--- src/rtl/ram_arbiter_pkg.sv ---
// Shared constants for the RAM arbiter: access size codes and the
// encodings of the registered read-response owner.
package ram_arbiter_pkg;

    // Access size codes carried on d_size_i / mem_size_o
    localparam logic [2:0] SZ_B  = 3'b000;
    localparam logic [2:0] SZ_H  = 3'b001;
    localparam logic [2:0] SZ_W  = 3'b010;
    localparam logic [2:0] SZ_BU = 3'b011;
    localparam logic [2:0] SZ_HU = 3'b100;

    // Which port owns the read data returning from the RAM this cycle
    localparam logic [1:0] OWN_IDLE = 2'd0;
    localparam logic [1:0] OWN_D    = 2'd1;
    localparam logic [1:0] OWN_I    = 2'd2;

    // Starvation counter width; holds STARVE_MAX up to 15
    localparam int CNT_W = 4;

endpackage

--- src/rtl/ram_arbiter_starve_cnt.sv ---
// Starvation tracker for the fetch port: counts consecutive cycles in
// which the fetch port requested but was denied, saturating at
// STARVE_MAX, and raises force_i once the limit is reached so the
// arbiter hands the next conflicting cycle to the fetch port.
module arb_starve_cnt
    import ram_arbiter_pkg::*;
#(
    parameter int STARVE_MAX = 4
) (
    input  logic clk,
    input  logic rst,
    input  logic i_req,
    input  logic i_gnt,
    output logic force_i
);

    localparam logic [CNT_W-1:0] CNT_MAX = CNT_W'(STARVE_MAX);

    logic [CNT_W-1:0] cnt_reg;
    logic [CNT_W-1:0] cnt_next;

    // Count denied cycles; any grant or idle cycle restarts the count
    always_comb begin
        cnt_next = '0;
        if (i_req && !i_gnt) begin
            cnt_next = (cnt_reg == CNT_MAX) ? CNT_MAX : cnt_reg + 1'b1;
        end
    end

    // Counter register, cleared by reset
    always_ff @(posedge clk) begin
        if (rst) begin
            cnt_reg <= '0;
        end else begin
            cnt_reg <= cnt_next;
        end
    end

    assign force_i = (cnt_reg == CNT_MAX);

endmodule

--- src/rtl/ram_arbiter.sv ---
// Single-port RAM arbiter between the load/store port (D) and the
// instruction-fetch port (I). One access per cycle, D has priority
// unless the fetch port has been starved for STARVE_MAX cycles. Read
// data returns one cycle after the grant and is steered to the port
// that issued the read.
module ram_arbiter
    import ram_arbiter_pkg::*;
#(
    parameter int STARVE_MAX = 4,
    parameter int ADDR_W     = 32
) (
    input  logic              clk,
    input  logic              rst,
    // Load/store port
    input  logic              d_req_i,
    input  logic [ADDR_W-1:0] d_addr_i,
    input  logic [31:0]       d_wdata_i,
    input  logic              d_we_i,
    input  logic [2:0]        d_size_i,
    output logic              d_gnt_o,
    output logic              d_rvalid_o,
    output logic [31:0]       d_rdata_o,
    // Instruction-fetch port
    input  logic              i_req_i,
    input  logic [ADDR_W-1:0] i_addr_i,
    output logic              i_gnt_o,
    output logic              i_rvalid_o,
    output logic [31:0]       i_rdata_o,
    // RAM side
    output logic [ADDR_W-1:0] mem_addr_o,
    output logic [31:0]       mem_data_o,
    output logic              mem_we_o,
    output logic              mem_re_o,
    output logic [2:0]        mem_size_o,
    input  logic [31:0]       mem_data_i
);

    localparam int NPORT = 2;
    // Owner code per response slot: slot 0 is port D, slot 1 is port I
    localparam logic [1:0] PORT_OWN [NPORT] = '{OWN_D, OWN_I};

    logic             force_i;
    logic [1:0]       owner_reg;
    logic [1:0]       owner_next;
    logic [NPORT-1:0] resp_valid;

    arb_starve_cnt #(
        .STARVE_MAX (STARVE_MAX)
    ) u_starve (
        .clk     (clk),
        .rst     (rst),
        .i_req   (i_req_i),
        .i_gnt   (i_gnt_o),
        .force_i (force_i)
    );

    // Grant decision: D first, I when alone or when starved; nothing in reset
    always_comb begin
        d_gnt_o = 1'b0;
        i_gnt_o = 1'b0;
        if (!rst) begin
            if (d_req_i && i_req_i) begin
                if (force_i) begin
                    i_gnt_o = 1'b1;
                end else begin
                    d_gnt_o = 1'b1;
                end
            end else if (d_req_i) begin
                d_gnt_o = 1'b1;
            end else if (i_req_i) begin
                i_gnt_o = 1'b1;
            end
        end
    end

    // RAM request mux; idle cycles drive all-zero so the bus is quiet
    always_comb begin
        mem_addr_o = '0;
        mem_data_o = '0;
        mem_we_o   = 1'b0;
        mem_re_o   = 1'b0;
        mem_size_o = '0;
        if (d_gnt_o) begin
            mem_addr_o = d_addr_i;
            mem_data_o = d_wdata_i;
            mem_we_o   = d_we_i;
            mem_re_o   = !d_we_i;
            mem_size_o = d_size_i;
        end else if (i_gnt_o) begin
            mem_addr_o = i_addr_i;
            mem_re_o   = 1'b1;
            mem_size_o = SZ_W;
        end
    end

    // Next response owner: only a read grant produces returning data
    always_comb begin
        owner_next = OWN_IDLE;
        if (d_gnt_o && !d_we_i) begin
            owner_next = OWN_D;
        end else if (i_gnt_o) begin
            owner_next = OWN_I;
        end
    end

    // Response-owner register; reset drops any in-flight response
    always_ff @(posedge clk) begin
        if (rst) begin
            owner_reg <= OWN_IDLE;
        end else begin
            owner_reg <= owner_next;
        end
    end

    // Per-port response valid; gated by rst so a read granted just before
    // reset never shows up during the reset cycle
    generate
        for (genvar gi = 0; gi < NPORT; gi++) begin : g_resp
            assign resp_valid[gi] = (owner_reg == PORT_OWN[gi]) && !rst;
        end
    endgenerate

    assign d_rvalid_o = resp_valid[0];
    assign i_rvalid_o = resp_valid[1];
    assign d_rdata_o  = resp_valid[0] ? mem_data_i : 32'h0;
    assign i_rdata_o  = resp_valid[1] ? mem_data_i : 32'h0;

endmodule
--- config.mk ---
export PLATFORM = sky130hd
export DESIGN_NAME = ram_arbiter
export DESIGN_NICKNAME = d
export VERILOG_FILES = /design/src/rtl/ram_arbiter_pkg.sv /design/src/rtl/ram_arbiter_starve_cnt.sv /design/src/rtl/ram_arbiter.sv
export SDC_FILE = /design/constraint.sdc
export NUM_CORES = 1
export LEC_CHECK = 0
export CAP_MARGIN = 20
export CORE_AREA = 5 5 104 106
export CTS_CLUSTER_DIAMETER = 80
export DETAILED_ROUTE_END_ITERATION = 10
export DIE_AREA = 0 0 109 111
export DONT_BUFFER_PORTS = 1
export PLACE_DENSITY_LB_ADDON = 0.08
export SLEW_MARGIN = 20
export SYNTH_ARGS = -nofsm -noshare
export SYNTH_HDL_FRONTEND = slang
export SYNTH_SLANG_ARGS = --single-unit
--- constraint.sdc ---
create_clock -name clk -period 2.1 [get_ports clk]
set_input_delay 0.21 -clock clk [delete_from_list [all_inputs] [get_ports clk]]
set_output_delay 0.21 -clock clk [all_outputs]
set_load 0.05 [all_outputs]
=== After elaboration in Yosys (flattened, before gate mapping) ===
Cells that the tools add are included.

* Output and inout port bits: 137
* Logic and storage cells: 42
* Register bits after elaboration: 6

* Multiplexer cells: 22
* Equal/unequal tests: 3
* Reduce and logical (&&, ||, !) cells: 11
* $add $sub $neg: 1
* Bitwise logic cells: 1

{| class="wikitable"
|+ Operator list
! cell !! number
|-
| 32-bit two-way mux || 5
|-
| 1-bit two-way mux || 13
|-
| 3-bit two-way mux || 2
|-
| 1-bit logical AND || 5
|-
| 4-bit by 1-bit adder with 4-bit output, second input constant || 1
|-
| 4-bit by 3-bit equality test with 1-bit output, second input constant || 1
|-
| 2-bit two-way mux || 2
|-
| 2-bit OR reduction || 2
|-
| 1-bit logical NOT || 3
|-
| 3-bit OR reduction || 1
|-
| 2-bit by 1-bit equality test with 1-bit output, second input constant || 1
|-
| 2-bit equality test, second input constant || 1
|-
| 1-bit inverter || 1
|}

=== Longest topological paths before layout ===
Gate-level depths: netlist of run 1.

* Word-level depth: 8
* Gate-level depth with buffers: 7
* Depth with buffers taken out: 5

=== Modules after synthesis ===
A second synthesis of run 1 with hierarchy kept.

* Cell total of the unflattened synthesis: 222
* Area, all modules: 1468.9 um^2

{| class="wikitable"
|+ By module, submodules not included
! module !! cells an instance !! seq. area each (um^2) !! area each (um^2) !! instances
|-
| ram_arbiter || 203 || 40.0 || 1285.0 || 1
|-
| arb_starve_cnt || 19 || 80.1 || 183.9 || 1
|}

=== Least setup slack after synthesis of run 1 ===
OpenSTA, ideal clock, no wires.

* Kind: register to output
* From: register u_starve.cnt_reg[0]
* To: output port mem_data_o[22]
* Cell stages (with the launch flop): 7
* Arrival time: 1.782 ns
* Slack: 0.108 ns
* Buffers on the path: 1
* Cell sequence: dfxtp_1 inv_1 ha_1 and3b_4 a21oi_4 buf_2 and2_1

* Longest elaborated chain between the ends: 5

{| class="wikitable"
|+ Ends and longest elaborated chain
! what !! line !! source
|-
| start, declared || ram_arbiter_starve_cnt.sv:19 || <nowiki>logic [CNT_W-1:0] cnt_reg;</nowiki>
|-
| start signal, assigned || ram_arbiter_starve_cnt.sv:35 || <nowiki>cnt_reg <= cnt_next;</nowiki>
|-
| 4-bit by 3-bit equality test with 1-bit output || ram_arbiter_starve_cnt.sv:39 || <nowiki>assign force_i = (cnt_reg == CNT_MAX);</nowiki>
|-
| 1-bit two-way mux || ram_arbiter.sv:63 || <nowiki>if (force_i) begin</nowiki>
|-
| 1-bit two-way mux || ram_arbiter.sv:62 || <nowiki>if (d_req_i && i_req_i) begin</nowiki>
|-
| 1-bit two-way mux || ram_arbiter.sv:61 || <nowiki>if (!rst) begin</nowiki>
|-
| via d_gnt_o || ram_arbiter.sv:20 || <nowiki>output logic d_gnt_o,</nowiki>
|-
| 32-bit two-way mux || ram_arbiter.sv:83 || <nowiki>if (d_gnt_o) begin</nowiki>
|-
| end, declared || ram_arbiter.sv:31 || <nowiki>output logic [31:0] mem_data_o,</nowiki>
|}

The timed path passes the listed nets, and every way through them passes these cells.

=== Worst setup path in the final report of run 1 ===
* From: register u_starve.cnt_reg[0]
* To: output port mem_data_o[18]

* Longest elaborated chain between the ends: 5

{| class="wikitable"
|+ Ends and longest elaborated chain
! what !! line
|-
| 4-bit by 3-bit equality test with 1-bit output || ram_arbiter_starve_cnt.sv:39
|-
| 1-bit two-way mux || ram_arbiter.sv:63
|-
| 1-bit two-way mux || ram_arbiter.sv:62
|-
| 1-bit two-way mux || ram_arbiter.sv:61
|-
| 32-bit two-way mux || ram_arbiter.sv:83
|}

No other way between the ends.

==> metrics.md, run 1 <==
| Metric | Value |
|---|---|
| CP endpoint | `mem_data_o[18]` |
| Total Power | `1110 µW` |
| Number of global-route vias before repair | `1624` |
| Clock-pin slew of the registers on the worst-case setup and hold paths | `30 ps` |
| Total of buffers placed on input and output ports | `0` |
| Element type at the critical path end | `primary output` |
| HPWL after detailed placement | `6.611 mm` |
| Total internal power | `605.3 µW` |
| Endpoint of the lowest-slack register-to-register path | `owner_reg[0]$_SDFF_PP0_` |
| Flops & latches, synth | `6` |
| Part of the power in the clock network | `15.2%` |
| Fin crit share | `96.90%` |
| GRT Residual Overflow | `0` |
| Source-to-sink clock delay at the later pin of the worst-skew pair | `220 ps` |
| Sequential standard cell area | `122.6 µm²` |
| Number of design-rule violations left by the first detailed-router iteration | `39` |
| Most common cell in the synthesized netlist | `sky130_fd_sc_hd__and2_1` |
| Critical path's most frequent cell | `sky130_fd_sc_hd__buf_12` |
| Top FF cell, synth | `sky130_fd_sc_hd__dfxtp_1` |
| WL/cell | `20.28 µm` |
| Dominant cell type by area after synthesis | `sky130_fd_sc_hd__and2_1` |
| Synthesized area divided by synthesized cell count | `7.264 µm²` |
| Synth Cell Area | `1308 µm²` |
| Worst-case vdd ir drop | `129.1 µV` |
| Remaining number of nets flagged by the antenna check after routing | `0` |
| Data required, critical path | `1890 ps` |
| Floorplan die height | `111 µm` |
| Post-route cell area | `3105 µm²` |
| Via count of the routed design | `1613` |
| Sw frac | `45.47%` |
| Kind of start point of the critical path | `flop` |
| Actual slew at the worst max-slew pin | `539.9 ps` |
| Drt pass-1 iters | `4` |
| Worst setup timing slack at the placement stage | `208.9 ps` |
| Unrepaired setup endpoints after global routing | `yes` |
| Worst reg2reg path depth | `7` |
| Share of post-route cells with drive strength above 1 | `51.22%` |
| Drt via density | `4.256` |
| Die Outline Area | `12100 µm²` |
| Run status | `completed` |
| Largest cells by area after synthesis | `sky130_fd_sc_hd__and2_1, sky130_fd_sc_hd__a22o_1, sky130_fd_sc_hd__dfxtp_1` |
| Count of flip-flops with a built-in enable after synthesis | `0` |
| Area Growth Syn to Fin | `137.5%` |
| Number of antenna violations at the first check in global routing | `0` |
| Number of buffers between clock root and the deepest sink | `2` |
| Leakage power summed over all cells | `0.001340 µW` |
| Largest net degree at the start of global routing | `36` |
| Fin nets | `386` |
| Number of standard cells after synthesis | `180` |
| Worst slew slack as a fraction of its limit | `64.26%` |
| Multi-input gate area in the final layout | `1177 µm²` |
| Top cells by instance count after synthesis | `sky130_fd_sc_hd__and2_1, sky130_fd_sc_hd__a22o_1` |
| Number of distinct library cell variants in the gate-level netlist after synthesis | `20` |
| Ant. Diodes | `0` |
| Sequential share of power | `10.7%` |
| Worst path slowest cell | `sky130_fd_sc_hd__dfxtp_2` |
| Top-level port count | `273` |
| Die boundary width | `109 µm` |
| Part of the total power dissipated in combinational logic | `74.1%` |
| Row count | `36` |
| Sinks on the clock net | `6` |
| Hold Path Class | `in -> reg` |
| Wirelength, routed | `7.687 mm` |
| Inserted Clock Buffers | `3` |
| Library cell used as clock root buffer | `sky130_fd_sc_hd__clkbuf_8` |
| Core area | `9684 µm²` |
| Critical Path Max Stage Delay | `330 ps` |
| Final count of negative-setup-slack endpoints | `0` |
| Area of placed instances | `2833 µm²` |
| Max-slew violations | `0` |
| Starting Density | `13.50%` |
| Filler Cell Count | `965` |
| GPL Wtd Cong | `0.6902` |
| Largest register FFs | `4` |
| WS Path Type | `reg -> out` |
| Wire length of the first global-routing pass | `10.26 mm` |
| Total of warnings raised by yosys | `0` |
| DRC | `0` |
| H-tree depth reported by CTS | `1` |
| Fraction of registers with async set or reset after synthesis | `0%` |
| Fin crit period | `2035 ps` |
| Cell Pwr Density | `357.4 nW/µm²` |
| Worst path arrival time | `1820 ps` |
| Mapped Nets | `318` |
| Switching power | `504.7 µW` |
| Crit Path Max Fanout | `10` |
| Area fraction of the dominant cell type after synthesis | `47.85%` |
| Maximum Capacitance Violations | `0` |
| Chain of cells forming the critical path | `inv_1 -> ha_1 -> and3b_4 -> a21oi_4 -> buf_12 -> bufbuf_16 -> and2_4 -> buf_12` |
| Hold Slack | `143.7 ps` |
| Maximum clock rate | `0.4914 GHz` |
| Total GRT Usage | `11.26%` |
| Total Neg Setup Slack | `0 ps` |
| Proportion of synthesized chip area in sequential cells | `9.187%` |
| TritonCTS clock tree | `built` |
| Post-Route Skew | `0.2988 ps` |
| Origin of the worst setup path | `u_starve.cnt_reg[0]$_SDFF_PP0_` |
| Fin worst setup slack | `65.16 ps` |
| Beginning of the worst register-to-register path | `u_starve.cnt_reg[0]$_SDFF_PP0_` |
| FF-to-FF setup slack | `700 ps` |
| Fin. Hold Viols | `0` |
==> critical path: cells and delay by family (launching register included) <==
| family | cells | cell delay [ps] |
|---|---|---|
| buffers and inverters | 4 | 580 |
| adders and majority gates | 1 | 180 |
| DFF | 1 | 330 |
| and+or+nand+nor | 2 | 360 |
| AOI/OAI and AO/OA | 1 | 140 |
==> power groups by stage <==
stage          registers [µW]  logic, µW  clock network, µW
2_1_floorplan             120        434                  0
3_3_place_gp              121        777                  0
3_5_place_dp              121        772                  0
4_1_cts                   119        813                177
5_1_grt                   119        848                185
6_report                  119        823                168
==> through the flow <==
step / instances / utilization [%]
2_1_floorplan: 180 / -
3_3_place_gp: 371 / 29.25
3_5_place_dp: 371 / 29.25
4_1_cts: 378 / 31.25
5_1_grt: 379 / 32.07
6_report: 379 / 32.07
==> how the worst min path moves through the flow <==
stage | start | to | slack (ps) | depth (start not counted)
after floorplan | i_req_i | owner_reg[1]$_SDFF_PP0_ | 360 | 1
after global placement | i_req_i | owner_reg[1]$_SDFF_PP0_ | 380 | 1
after detailed placement | i_req_i | owner_reg[1]$_SDFF_PP0_ | 370 | 1
after CTS | i_req_i | owner_reg[1]$_SDFF_PP0_ | 140 | 1
after global routing | i_req_i | owner_reg[1]$_SDFF_PP0_ | 130 | 1
final | i_req_i | owner_reg[1]$_SDFF_PP0_ | 140 | 1
==> cell type report <==
| class | count | area share, % |
|---|---|---|
| clock buffers | 3 | 1.330 |
| inverters | 6 | 0.7252 |
| multi-input cells | 151 | 37.91 |
| flip-flops and latches | 6 | 3.948 |
| well taps | 133 | 5.359 |
| repair buffers | 80 | 50.73 |
==> logic make-up (layout without fill, tap and decap cells) <==
kind of cell             Yosys count  in the layout  share of synthesized area [%]
adder cells (fa/ha/maj)            2              2                          1.914
buffers and inverters             23             89                          9.569
AND/OR/NAND/NOR                  110            110                          52.63
XOR/XNOR                           2              2                          1.340
flip-flops                         6              6                          9.187
AO/OA/AOI/OAI                     37             37                          25.36
==> metal layers <==
layer	part of all wire, %	vias to the layer above	wire [µm]	track usage, %
met5	0	-	0	0
met4	0.40	0	31	2.273
met3	14	2	1072	4.135
met2	59	153	4498	24.28
met1	27	726	2084	9.021
li1	-	732	-	-
==> repair_timing <==
| item | CTS | global route |
|---|---|---|
| gates resized for setup | 14 | 27 |
| setup buffers | 1 | 1 |
| cloned | 3 | 0 |
| pin swaps | 0 | 1 |
| hold buffers | 0 | 0 |
| setup endpoints to repair | 61 | 60 |
==> placed cells by master, fill, tap and decap left out, drive strengths merged <==
master	n
nand2b	1
nor3b	2
xor2	1
xnor2	1
or3b	1
o211a	2
a21oi	1
nand3	1
a21o	2
clkbuf	3
and3b	1
inv	6
ha	2
buf	78
dfxtp	6
and2	100
a22o	32
bufbuf	2
nor2	4
(Power assumes the default switching activity.)
==> run 2, diff against run 1 <==
--- a/config.mk
+++ b/config.mk
@@ -6,12 +6,14 @@
 export NUM_CORES = 1
 export LEC_CHECK = 0
 export CAP_MARGIN = 20
-export CORE_AREA = 5 5 104 106
+export CORE_AREA = 5 5 102 104
+export CTS_BUF_LIST = sky130_fd_sc_hd__clkbuf_4
 export CTS_CLUSTER_DIAMETER = 80
 export DETAILED_ROUTE_END_ITERATION = 10
-export DIE_AREA = 0 0 109 111
+export DIE_AREA = 0 0 107 109
 export DONT_BUFFER_PORTS = 1
 export PLACE_DENSITY_LB_ADDON = 0.08
+export REMOVE_ABC_BUFFERS = 1
 export SLEW_MARGIN = 20
 export SYNTH_ARGS = -nofsm -noshare
 export SYNTH_HDL_FRONTEND = slang
==> metrics.md, run 2 (same netlist as run 1, synthesis figures left out) <==
| Metric | Value |
|---|---|
| Run status | `completed` |
| Drt via density | `4.593 (+7.9%)` |
| Area Growth Syn to Fin | `144.8%` |
| GPL Wtd Cong | `0.7112 (+3.0%)` |
| Worst setup timing slack at the placement stage | `148.3 ps (-60.58 ps)` |
| CP top delay family | `compound AO/OA/AOI/OAI gates` |
| Number of global-route vias before repair | `1635 (+0.68%)` |
| Die boundary width | `107 µm (-1.8%)` |
| Maximum Capacitance Violations | `0 (unchanged)` |
| WL/cell | `24.50 µm (+21%)` |
| Worst path arrival time | `1850 ps (+30 ps)` |
| Inserted Clock Buffers | `3 (unchanged)` |
| Die Outline Area | `11660 µm² (-3.6%)` |
| Cell Pwr Density | `334.3 nW/µm² (-6.5%)` |
| WS Path Type | `reg -> out` |
| Data required, critical path | `1890 ps (about the same)` |
| Row count | `36 (unchanged)` |
| Worst slew slack as a fraction of its limit | `64.71% (+0.45 points)` |
| Area of placed instances | `2809 µm² (-0.84%)` |
| Number of design-rule violations left by the first detailed-router iteration | `40 (+2.6%)` |
| Via count of the routed design | `1695 (+5.1%)` |
| Critical path's most frequent cell | `sky130_fd_sc_hd__buf_12` |
| Library cell used as clock root buffer | `sky130_fd_sc_hd__clkbuf_4` |
| Worst-case vdd ir drop | `118.5 µV (-8.2%)` |
| Worst path slowest cell | `sky130_fd_sc_hd__dfxtp_2` |
| Source-to-sink clock delay at the later pin of the worst-skew pair | `240 ps (+20 ps)` |
| Max-slew violations | `0 (unchanged)` |
| Wire length of the first global-routing pass | `10.59 mm (+3.2%)` |
| Number of buffers between clock root and the deepest sink | `2 (unchanged)` |
| DRC | `0 (unchanged)` |
| Top-level port count | `273 (unchanged)` |
| Hold Path Class | `in -> reg` |
| Leakage power summed over all cells | `0.001378 µW (+2.9%)` |
| Post-Route Skew | `4.857 ps (+4.558 ps)` |
| Largest net degree at the start of global routing | `36 (unchanged)` |
| Fin crit share | `98.31% (+1.4 points)` |
| Wirelength, routed | `9.042 mm (+18%)` |
| Clock-pin slew of the registers on the worst-case setup and hold paths | `50 ps (+20 ps)` |
| Maximum clock rate | `0.4844 GHz (-1.4%)` |
| TritonCTS clock tree | `built` |
| Critical Path Max Stage Delay | `340 ps (about the same)` |
| Total GRT Usage | `12.41% (+1.2 points)` |
| Share of post-route cells with drive strength above 1 | `45.45% (-5.8 points)` |
| Sinks on the clock net | `6 (unchanged)` |
| Element type at the critical path end | `primary output` |
| Starting Density | `13.82% (+0.32 points)` |
| Core area | `9459 µm² (-2.3%)` |
| Remaining number of nets flagged by the antenna check after routing | `0 (unchanged)` |
| Fin crit period | `2065 ps (+29.70 ps)` |
| Total buffers and inverters traversed by the critical path | `3 (-1)` |
| Drt pass-1 iters | `4 (unchanged)` |
| Actual slew at the worst max-slew pin | `533.0 ps (-6.839 ps)` |
| Post-route cell area | `3201 µm² (+3.1%)` |
| Unrepaired setup endpoints after global routing | `yes` |
| Total of buffers placed on input and output ports | `0 (unchanged)` |
| H-tree depth reported by CTS | `1 (unchanged)` |
| Floorplan die height | `109 µm (-1.8%)` |
| Fin worst setup slack | `35.46 ps (-29.70 ps)` |
| Number of antenna violations at the first check in global routing | `2 (+2)` |
| Most common cell after layout, fill and taps aside | `sky130_fd_sc_hd__and2_1` |
| Fin. Hold Viols | `0 (unchanged)` |
| Fin nets | `393 (+1.8%)` |
| Kind of start point of the critical path | `flop` |
| Final count of negative-setup-slack endpoints | `0 (unchanged)` |
| GRT Residual Overflow | `0 (unchanged)` |
| Most frequent cells in the layout | `sky130_fd_sc_hd__and2_1, sky130_fd_sc_hd__buf_12, sky130_fd_sc_hd__a22o_1` |
| Crit Path Max Fanout | `7 (-3)` |
| Largest register FFs | `4 (unchanged)` |
| Hold Slack | `118.0 ps (-25.70 ps)` |
| Chain of cells forming the critical path | `inv_2 -> ha_2 -> and3b_4 -> o211a_4 -> buf_12 -> a22o_4 -> buf_12` |
| HPWL after detailed placement | `7.112 mm (+7.6%)` |
-- run 2: changes by cell type in the layout (fill, tap and decap cells not counted), sizes merged --
cell    delta
buf        +5
clkbuf     +4
bufbuf     -2
diode      +2
-- run 2: metal layers --
| layer | up-vias | wire length (µm) | global-route usage (%) |
|---|---|---|---|
| li1 | 749 | - | - |
| met4 | 0 | 119 | 3.014 |
| met3 | 9 | 1061 | 4.440 |
| met1 | 764 | 2767 | 11.61 |
| met5 | - | 0 | 0 |
| met2 | 173 | 5092 | 25.36 |
-- run 2: worst reg2reg max path, delay by kind of cell, from the launching register on --
| family | cells | cell delay, ps |
|---|---|---|
| DFF | 1 | 340 |
| adders and majority gates | 1 | 150 |
| and+or+nand+nor | 3 | 780 |
| buffers and inverters | 2 | 160 |
-- run 2: power by group --
part / total [µW] / switching, µW / internal [µW]
Combinational: 846 / 478 / 369
Sequential: 119 / 1.65 / 117
Clock: 105 / 40.2 / 64.6
-- run 2: through the flow --
| stage | power, µW | instances | util [%] | setup TNS (ps) |
|---|---|---|---|---|
| global placement | 901.2 | 352 | 29.70 | 0 |
| floorplan | 541.9 | 163 | - | -111730 |
| finish | 1070 | 369 | 33.84 | 0 |
| CTS | 1052 | 361 | 31.64 | -33.09 |
| detailed placement | 898.1 | 352 | 29.70 | 0 |
| global route | 1101 | 369 | 33.84 | -280.5 |
-- run 2: repair_timing --
action,4_1_cts,5_1_grt
pin swaps,7,2
endpoints found under the setup margin,69,59
cloned,3,4
gates resized for setup,11,15
buffers inserted,3,2
hold buffers,0,0
-- run 2: final timing paths --
kind	startpoint	end	slack, ps	cells past startpoint
max	u_starve.cnt_reg[1]$_SDFF_PP0_	mem_addr_o[20]	40	7
min	i_req_i	owner_reg[1]$_SDFF_PP0_	120	1
max reg2reg	u_starve.cnt_reg[1]$_SDFF_PP0_	u_starve.cnt_reg[2]$_SDFF_PP0_	600	6
min reg2reg	u_starve.cnt_reg[0]$_SDFF_PP0_	u_starve.cnt_reg[0]$_SDFF_PP0_	500	2
-- run 2: layout make-up --
cell class | instances | area (µm²)
Clock buffer | 3 | 22.52
Fill cell | 920 | 6259
Inverter | 6 | 22.52
Antenna cell | 2 | 5.005
Sequential cell | 6 | 122.6
Timing Repair Buffer | 87 | 1688
Tap cell | 114 | 142.6
Multi-Input combinational cell | 151 | 1197
==> run 3, diff against run 2 <==
--- a/config.mk
+++ b/config.mk
@@ -12,6 +12,7 @@
 export DETAILED_ROUTE_END_ITERATION = 10
 export DIE_AREA = 0 0 107 109
 export DONT_BUFFER_PORTS = 1
+export MAX_ROUTING_LAYER = met4
 export PLACE_DENSITY_LB_ADDON = 0.08
 export REMOVE_ABC_BUFFERS = 1
 export SLEW_MARGIN = 20
==> metrics.md, run 3 (same netlist as run 1, synthesis figures left out) <==
| Metric | Value |
|---|---|
| Crit Path Max Fanout | `9 (+2)` |
| Cell Pwr Density | `334.9 nW/µm² (+0.20%)` |
| Worst-case vdd ir drop | `117.4 µV (-0.92%)` |
| WS Path Type | `reg -> out` |
| Number of antenna violations at the first check in global routing | `3 (+1)` |
| Remaining number of nets flagged by the antenna check after routing | `0 (unchanged)` |
| Number of design-rule violations left by the first detailed-router iteration | `31 (-23%)` |
| Number of global-route vias before repair | `1639 (+0.24%)` |
| Maximum Capacitance Violations | `0 (unchanged)` |
| Kind of start point of the critical path | `flop` |
| Inserted Clock Buffers | `3 (unchanged)` |
| H-tree depth reported by CTS | `1 (unchanged)` |
| Sw frac | `48.53% (about the same)` |
| Fin. Hold Viols | `0 (unchanged)` |
| Element type at the critical path end | `primary output` |
| Total internal power | `551.6 µW (+0.24%)` |
| DRC | `0 (unchanged)` |
| Max-slew violations | `0 (unchanged)` |
| Actual slew at the worst max-slew pin | `533.7 ps (+0.7046 ps)` |
| Fin crit period | `2041 ps (-23.17 ps)` |
| Worst slew slack as a fraction of its limit | `64.66% (about the same)` |
| Via count of the routed design | `1700 (+0.29%)` |
| WHS Path Cells | `1 (unchanged)` |
| Part of the total power dissipated in combinational logic | `79.1% (about the same)` |
| Most common cell after layout, fill and taps aside | `sky130_fd_sc_hd__and2_1` |
| Fin crit share | `97.21% (-1.1 points)` |
| Row count | `36 (unchanged)` |
| Worst reg2reg path depth | `6 (unchanged)` |
| Area of placed instances | `2809 µm² (unchanged)` |
| Switching power | `520.0 µW (about the same)` |
| Area Growth Syn to Fin | `144.7% (about the same)` |
| Drt via density | `4.595 (about the same)` |
| Sequential share of power | `11.1% (about the same)` |
| Post-route cell area | `3199 µm² (about the same)` |
| Starting Density | `13.82% (unchanged)` |
| Largest net degree at the start of global routing | `36 (unchanged)` |
| Critical Path Max Stage Delay | `340 ps (about the same)` |
| Hold Path Class | `in -> reg` |
| Fin nets | `393 (unchanged)` |
| Worst path slowest cell | `sky130_fd_sc_hd__dfxtp_2` |
| Post-Route Skew | `4.692 ps (-0.1647 ps)` |
| TritonCTS clock tree | `built` |
| FF-to-FF setup slack | `600 ps (about the same)` |
| HPWL after detailed placement | `7.112 mm (unchanged)` |
| Endpoint of the lowest-slack register-to-register path | `u_starve.cnt_reg[2]$_SDFF_PP0_` |
| Number of buffers inserted by hold repair at cts | `0 (unchanged)` |
| Run status | `completed` |
| Core area | `9459 µm² (unchanged)` |
| Total GRT Usage | `12.77% (+0.36 points)` |
| Clock-pin slew of the registers on the worst-case setup and hold paths | `50 ps (about the same)` |
| Library cell used as clock root buffer | `sky130_fd_sc_hd__clkbuf_4` |
| Maximum clock rate | `0.4899 GHz (+1.1%)` |
| Source-to-sink clock delay at the later pin of the worst-skew pair | `240 ps (about the same)` |
| Worst path arrival time | `1830 ps (-20 ps)` |
| Drt pass-1 iters | `4 (unchanged)` |
| Wire length of the first global-routing pass | `10.56 mm (-0.32%)` |
| Total buffers and inverters traversed by the critical path | `4 (+1)` |
| Worst min-delay path startpoint | `i_req_i` |
| Data required, critical path | `1890 ps (about the same)` |
| Endpoint of the worst hold path | `owner_reg[1]$_SDFF_PP0_` |
| WL/cell | `24.51 µm (about the same)` |
| CP top delay family | `buffers and inverters` |
| Most frequent cells in the layout | `sky130_fd_sc_hd__and2_1, sky130_fd_sc_hd__buf_12, sky130_fd_sc_hd__a22o_1` |
| Final count of negative-setup-slack endpoints | `0 (unchanged)` |
| Die Outline Area | `11660 µm² (unchanged)` |
| Die boundary width | `107 µm (unchanged)` |
| Part of the power in the clock network | `9.8% (about the same)` |
| Share of post-route cells with drive strength above 1 | `45.85% (+0.40 points)` |
| Leakage power summed over all cells | `0.001377 µW (-0.11%)` |
| Sinks on the clock net | `6 (unchanged)` |
| Wirelength, routed | `9.070 mm (+0.31%)` |
| Total Power | `1072 µW (+0.16%)` |
| Filler Cell Count | `921 (+0.11%)` |
| GRT Residual Overflow | `0 (unchanged)` |
| Top-level port count | `273 (unchanged)` |
| Floorplan die height | `109 µm (unchanged)` |
| Chain of cells forming the critical path | `inv_2 -> ha_2 -> and3b_4 -> a21oi_4 -> buf_6 -> buf_16 -> a22o_1 -> buf_12` |
| Number of buffers between clock root and the deepest sink | `2 (unchanged)` |
| Total of buffers placed on input and output ports | `0 (unchanged)` |
| Beginning of the worst register-to-register path | `u_starve.cnt_reg[1]$_SDFF_PP0_` |
| GPL Wtd Cong | `0.7193 (+1.1%)` |
| Largest register FFs | `4 (unchanged)` |
[run 3: cell count changes in the layout (fill, tap and decap cells not counted), sizes merged]
cell   before  now
diode       2    3
[run 3: worst max-delay path by stage]
| stage | start | endpoint | slack [ps] | cells past startpoint |
|---|---|---|---|---|
| after floorplan | owner_reg[0]$_SDFF_PP0_ | d_rdata_o[0] | -1250 | 2 |
| after global placement | u_starve.cnt_reg[0]$_SDFF_PP0_ | mem_addr_o[20] | 140 | 7 |
| after detailed placement | u_starve.cnt_reg[0]$_SDFF_PP0_ | mem_addr_o[20] | 150 | 7 |
| after CTS | u_starve.cnt_reg[1]$_SDFF_PP0_ | mem_addr_o[8] | -10 | 8 |
| after global routing | u_starve.cnt_reg[1]$_SDFF_PP0_ | mem_addr_o[22] | -8 | 8 |
| final | u_starve.cnt_reg[1]$_SDFF_PP0_ | mem_addr_o[22] | 60 | 8 |
[run 3: area by class of cell]
class	instances	area, µm²	share of cell area [%]
Timing Repair Buffer	87	1688	52.76
Clock buffer	3	22.52	0.7039
Multi-Input combinational cell	151	1194	37.31
Sequential cell	6	122.6	3.833
Inverter	6	22.52	0.7039
Tap cell	114	142.6	4.458
Antenna cell	3	7.507	0.2346
[run 3: timing repair]
action                     CTS  global route
gates cloned                 3             4
resized for setup           11            16
hold endpoints to repair     0             0
setup endpoints to repair   69            59
setup buffers                3             2
pin swaps                    7             3
[run 3: worst register-to-register path, cell delays in order (launching register included)]
cell                      delay [ps]
sky130_fd_sc_hd__dfxtp_2         340
sky130_fd_sc_hd__inv_2            30
sky130_fd_sc_hd__ha_2            150
sky130_fd_sc_hd__and3b_4         210
sky130_fd_sc_hd__buf_4           130
sky130_fd_sc_hd__or3b_1          450
sky130_fd_sc_hd__nor2_1          130
[run 3: metal layers]
metal	vias to the layer above	global-route usage [%]	share of wire, %
met2	173	25.40	57
met1	768	12.39	32
met3	8	3.079	9.7
met5	-	-	0
met4	0	3.014	1.2
li1	751	-	-
[run 3: power by group through the flow]
stage,combinational (µW),clock [µW],sequential [µW]
6_report,848,105,119
5_1_grt,871,113,119
4_1_cts,820,113,119
3_5_place_dp,777,0,121
3_3_place_gp,780,0,121
2_1_floorplan,422,0,120
[run 3: stage by stage]
step / TNS (ps) / utilization [%] / hold slack [ps] / setup slack, ps / cells
final: 0 / 33.82 / 115.8 / 58.63 / 370
after global placement: 0 / 29.70 / 376.3 / 140.5 / 352
after detailed placement: 0 / 29.70 / 372.2 / 148.3 / 352
after global routing: -32.87 / 33.82 / 119.0 / -7.926 / 370
after floorplan: -111730 / - / 358.0 / -1246 / 163
after CTS: -33.09 / 31.64 / 104.4 / -12.04 / 361
